$ cat src/rtl/uop_sequencer.sv
// uop_sequencer: decode-front micro-op sequencer.
// Cracks jap / lwm / swm into plain single-cycle MIPS instructions.
// Every other instruction passes through as a single micro-op.
module uop_sequencer #(
  parameter logic [5:0]  OP_JAP    = 6'b111100,
  parameter logic [5:0]  OP_LWM    = 6'b111101,
  parameter logic [5:0]  OP_SWM    = 6'b111110,
  parameter int unsigned MAX_BURST = 8
) (
  input  logic        clk,
  input  logic        reset,
  input  logic        flush,
  input  logic        in_valid,
  output logic        in_ready,
  input  logic [31:0] in_instr,
  input  logic [31:0] in_pc,
  output logic        uop_valid,
  input  logic        uop_ready,
  output logic [31:0] uop_instr,
  output logic [31:0] uop_pc,
  output logic [4:0]  uop_idx,
  output logic        uop_last
);

  localparam logic [0:0] IDLE = 1'b0;
  localparam logic [0:0] SEQ  = 1'b1;

  localparam logic [4:0]  MAX_N    = 5'(MAX_BURST);
  localparam logic [5:0]  OPC_LW   = 6'b100011;
  localparam logic [5:0]  OPC_SW   = 6'b101011;
  localparam logic [5:0]  OPC_J    = 6'b000010;
  localparam logic [31:0] JAP_PUSH = 32'hAFBF0000;  // sw $31,0($29)
  localparam logic [31:0] JAP_ADJ  = 32'h27BDFFFC;  // addiu $29,$29,-4

  logic [0:0]  state;
  logic [31:0] parent_q;  // captured parent instruction (holds base/first fields)
  logic [4:0]  count_q;   // micro-op count N of the parent (0 means single nop)

  logic        accept;
  logic        advance;
  logic        consume;
  logic [4:0]  next_idx;

  // Number of micro-ops a parent cracks into (lwm/swm clamped to MAX_BURST).
  function automatic logic [4:0] uop_count(input logic [31:0] ins);
    logic [5:0] opc;
    logic [4:0] cnt;
    opc = ins[31:26];
    cnt = ins[10:6];
    if (opc == OP_JAP)
      return 5'd3;
    else if (opc == OP_LWM || opc == OP_SWM)
      return (cnt > MAX_N) ? MAX_N : cnt;
    else
      return 5'd1;
  endfunction

  // Micro-op word number idx of parent ins.
  function automatic logic [31:0] uop_word(input logic [31:0] ins, input logic [4:0] idx);
    logic [5:0] opc;
    logic [5:0] mem_opc;
    opc     = ins[31:26];
    mem_opc = (opc == OP_LWM) ? OPC_LW : OPC_SW;
    if (opc == OP_JAP) begin
      if (idx == 5'd0)      return JAP_PUSH;
      else if (idx == 5'd1) return JAP_ADJ;
      else                  return {OPC_J, ins[25:0]};
    end else if (opc == OP_LWM || opc == OP_SWM) begin
      if (ins[10:6] == 5'd0)
        return '0;
      else
        return {mem_opc, ins[25:21], 5'(ins[20:16] + idx), 9'd0, idx, 2'b00};
    end else begin
      return ins;
    end
  endfunction

  // A zero count still yields exactly one (nop) micro-op, which is last.
  function automatic logic is_last(input logic [4:0] count, input logic [4:0] idx);
    return (count == 5'd0) || (idx == count - 5'd1);
  endfunction

  assign uop_valid = (state == SEQ);

  // Handshake decode for both sides.
  always_comb begin
    in_ready = !flush && (!uop_valid || (uop_ready && uop_last));
    accept   = in_valid && in_ready;
    consume  = uop_valid && uop_ready;
    advance  = consume && !uop_last;
    next_idx = uop_idx + 5'd1;
  end

  // Sequencer state and output register; flush outranks accept and advance.
  always_ff @(posedge clk or negedge reset) begin
    if (!reset) begin
      state     <= IDLE;
      parent_q  <= '0;
      count_q   <= '0;
      uop_instr <= '0;
      uop_pc    <= '0;
      uop_idx   <= '0;
      uop_last  <= 1'b0;
    end else if (flush) begin
      state <= IDLE;
    end else if (accept) begin
      state     <= SEQ;
      parent_q  <= in_instr;
      count_q   <= uop_count(in_instr);
      uop_instr <= uop_word(in_instr, 5'd0);
      uop_pc    <= in_pc;
      uop_idx   <= '0;
      uop_last  <= is_last(uop_count(in_instr), 5'd0);
    end else if (advance) begin
      uop_instr <= uop_word(parent_q, next_idx);
      uop_idx   <= next_idx;
      uop_last  <= is_last(count_q, next_idx);
    end else if (consume) begin
      state <= IDLE;
    end
  end

endmodule

$ cat config.mk
export PLATFORM = sky130hd
export DESIGN_NAME = uop_sequencer
export DESIGN_NICKNAME = d
export VERILOG_FILES = /design/src/rtl/uop_sequencer.sv
export SDC_FILE = /design/constraint.sdc
export NUM_CORES = 1
export LEC_CHECK = 0
export BUFFER_PORTS_ARGS = -buffer_cell sky130_fd_sc_hd__buf_2
export CAP_MARGIN = 15
export CORE_UTILIZATION = 57
export CTS_CLUSTER_DIAMETER = 30
export DETAILED_ROUTE_END_ITERATION = 16
export PLACE_DENSITY = 0.95
export RECOVER_POWER = 25
export SLEW_MARGIN = 20
export SYNTH_ARGS = -nofsm -noshare
export SYNTH_HDL_FRONTEND = slang
export SYNTH_SLANG_ARGS = --single-unit
export TNS_END_PERCENT = 20
$ cat constraint.sdc
create_clock -name clk -period 5.6 [get_ports clk]
set_input_delay 0.56 -clock clk [delete_from_list [all_inputs] [get_ports clk]]
set_output_delay 0.56 -clock clk [all_outputs]
set_load 0.05 [all_outputs]
==> impl_results.md <==
- CP Data Arrival Time: 3.74 ns
- Most common cell in the netlist: nand2_1
- Clock Latency Late Sink: 0.38 ns
- Top post-synthesis cells by area: dfrtp_1 (50%), nand2_1 (15%), nor2_1 (2.2%)
- Final #Nets: 800
- Synthesis-stage register bit count: 108
- Setup CP Type: in -> async
- Hold crit path type: in -> reg
- Vias post-DR: 5002
- First-pass GRT wire length: 22800 microns
- CTS tree: built
- Largest net degree at the start of global routing: 62
- Core ar.: 9150 sq um
- Library cells used by synthesis: 71
- Syn Nets: 677
- Drt initial violations: 471
- Root Driver: clkbuf_8
- Unrepaired setup endpoints after global routing: no
- CP Cell Sequence: clkbuf_1 -> clkbuf_2
- Period utilisation layout: 0.624
- Final wirelength: 14200 microns
- Detailed placement HPWL: 10100 microns
- Area grow syn2layout: 16.2%
- Slowest stage cell, crit path: clkbuf_1
- Starting Density: 0.585
- Final-report max-slew violation count: 49
- Final core utilization: 0.680
- Aggregate global routing overflow: 0
- F_max: 286 MHz
- WL met3: 1260 microns
- Worst-Margin Slew: 2.59 ns
- EDFF count, synth: 0
- Antenna diodes: 0
- Global-route usage over all layers: 0.296
- PortBufs: 140
- Via density: 5.97
- Final setup fails: 0
- DIE WIDTH: 98.9 microns
- H-tree levels: 3
- Clock buffer depth: 2
- Syn Area/Cell: 8.94 sq um
- Clock sink total: 108
- Delay-heaviest family, CP: buffers and inverters
- Routed WL per cell: 17.0 microns
- Yosys warns: 0
- Seq/Total Area, Yosys: 0.505
- Layout cell share with drive strength beyond 1: 0.242
- Hold Buf Count CTS: 0
- Synth async-reset ratio: 1.00
- Commonest cells in the synthesized netlist: nand2_1 (219), dfrtp_1 (108), nor2_1 (32)
- CTS buffer count: 9
- CP Launch Type: input port
- Slew HR: -0.729
- Period minus WS final: 3.49 ns
- DRT Pass-1 Iters: 6
- Status: complete, but fails checks
- Max incr delay on CP: 1.80 ns
- Max VDD drop: 241 uV
- Violated checks: capacitance limit, slew limit
- Mapped cell area: 5360 sq um
- Number of global-route vias before repair: 4796
- Clock slew at reported path FFs: 0.11 ns
- Max cap viols: 1
- GPL Wtd Cong: 0.947
- Yosys top cell area share: 0.505
- Row count: 35
- Antenna-violating nets left: 0
- Required @ worst endpoint: 5.85 ns
- # Post-CTS Setup Buffers: 0
- DR WL met2: 6860 microns
- Pleak: 0.00316 uW
- Initial antenna violation count: 0
- Skew final: 0.0149 ns
- Worst Path Max Fanout: 61
- Die area: 9790 sq um
- # IOs: 141
- # DRC: 0
- Synth Instances: 599
- Die Ht: 98.9 microns
- Top routing layer in use: met4
- Area leader, netlist: dfrtp_1
- Power Density: 361 nW/um^2
- Crit path capture type: asynchronous set/reset pin
- Resized cells post-CTS: 0
- Fin. Hold Viols: 0
- Post-Route M1 WL: 5700 microns
- Fin Setup TNS: 0 ns
- Synth Flop Type: dfrtp_1
- Buf/Inv on CP: 2
-- final timing paths --
kind                               from             to  slack, ns  cells past startpoint
min reg2reg                parent_q[25]   parent_q[25]       0.47                      2
max                               reset   parent_q[23]       2.11                      2
max in group clk              uop_valid  uop_instr[16]       2.52                      6
min                           in_pc[14]     uop_pc[14]       0.37                      3
min in group asynchronous         reset  uop_instr[14]       0.97                      1
max reg2reg                   uop_valid  uop_instr[16]       2.52                      6
-- where the power goes --
group | internal [uW] | switching (uW) | total (uW)
logic | 200 | 578 | 778
registers | 914 | 98.5 | 1010
clock network | 172 | 281 | 453
-- tightest hold or removal path: stages --
cell and delay, ns:
buf_2 0.08, nand2_1 0.04, nand2_1 0.04
-- cell families after synthesis --
| family | share of synthesized area |
|---|---|
| flops | 0.505 |
| simple gates | 0.246 |
| compound gates | 0.163 |
| xor+xnor | 0.0213 |
| fa+ha+maj | 0.0243 |
| buf+inv | 0.0411 |
-- registers in the layout, summed over array words and instances (netlist names) --
register   flops
uop_instr     32
uop_pc        32
uop_valid      1
count_q        5
uop_idx        5
parent_q      32
uop_last       1
-- routing by layer --
layer  vias up  global-route usage
met4         0               0.131
met5         -                   0
met2       304               0.481
met3        52              0.0546
met1      2363               0.391
li1       2283                   -
-- cell type report --
cell class	instances	area, sq um
flip-flops and latches	108	2700
well taps	111	139
inverters	11	41.3
clock inverters	6	55.1
repair buffers	144	719
multi-input cells	448	2440
fillers	716	2930
clock buffers	10	128
-- layout by cell type (no fill, tap or decap), types with 3 or more instances in the layout --
master,netlist,routed
a211oi_1,3,3
a31oi_1,3,3
o221ai_1,5,5
nor2b_1,3,3
nor3b_1,4,4
xor2_1,5,5
o22a_1,4,4
xnor2_1,8,8
a311oi_1,5,5
a221oi_1,3,3
nand2b_1,5,5
o22ai_1,4,4
buf_4,3,3
o21ai_1,11,11
o211ai_1,5,5
buf_2,8,133
inv_1,11,11
nand3_1,8,8
clkbuf_1,13,8
nor3_1,5,5
nor2_1,32,31
nor2_4,2,3
o21ai_0,16,16
ha_1,8,8
or3_1,3,3
o31ai_1,5,5
a21oi_1,15,15
a22oi_1,9,9
clkbuf_8,0,9
dfrtp_1,108,108
a21o_1,3,3
nand2_1,219,219
and2_1,5,5
a22o_1,5,5
-- stage by stage --
stage | total power [uW] | cells | setup WS [ns] | instance area (sq um) | hold slack (ns)
final | 2240 | 838 | 2.11 | 6220 | 0.367
after global routing | 2340 | 838 | 1.41 | 6220 | 0.360
after CTS | 2250 | 838 | 2.84 | 6240 | 0.198
after detailed placement | 1800 | 822 | 2.63 | 6050 | 0.456
after global placement | 1780 | 822 | 2.78 | 6050 | 0.440
after floorplan | 1590 | 599 | 3.01 | 5360 | 0.264
Power figures use the tool's default switching activity.
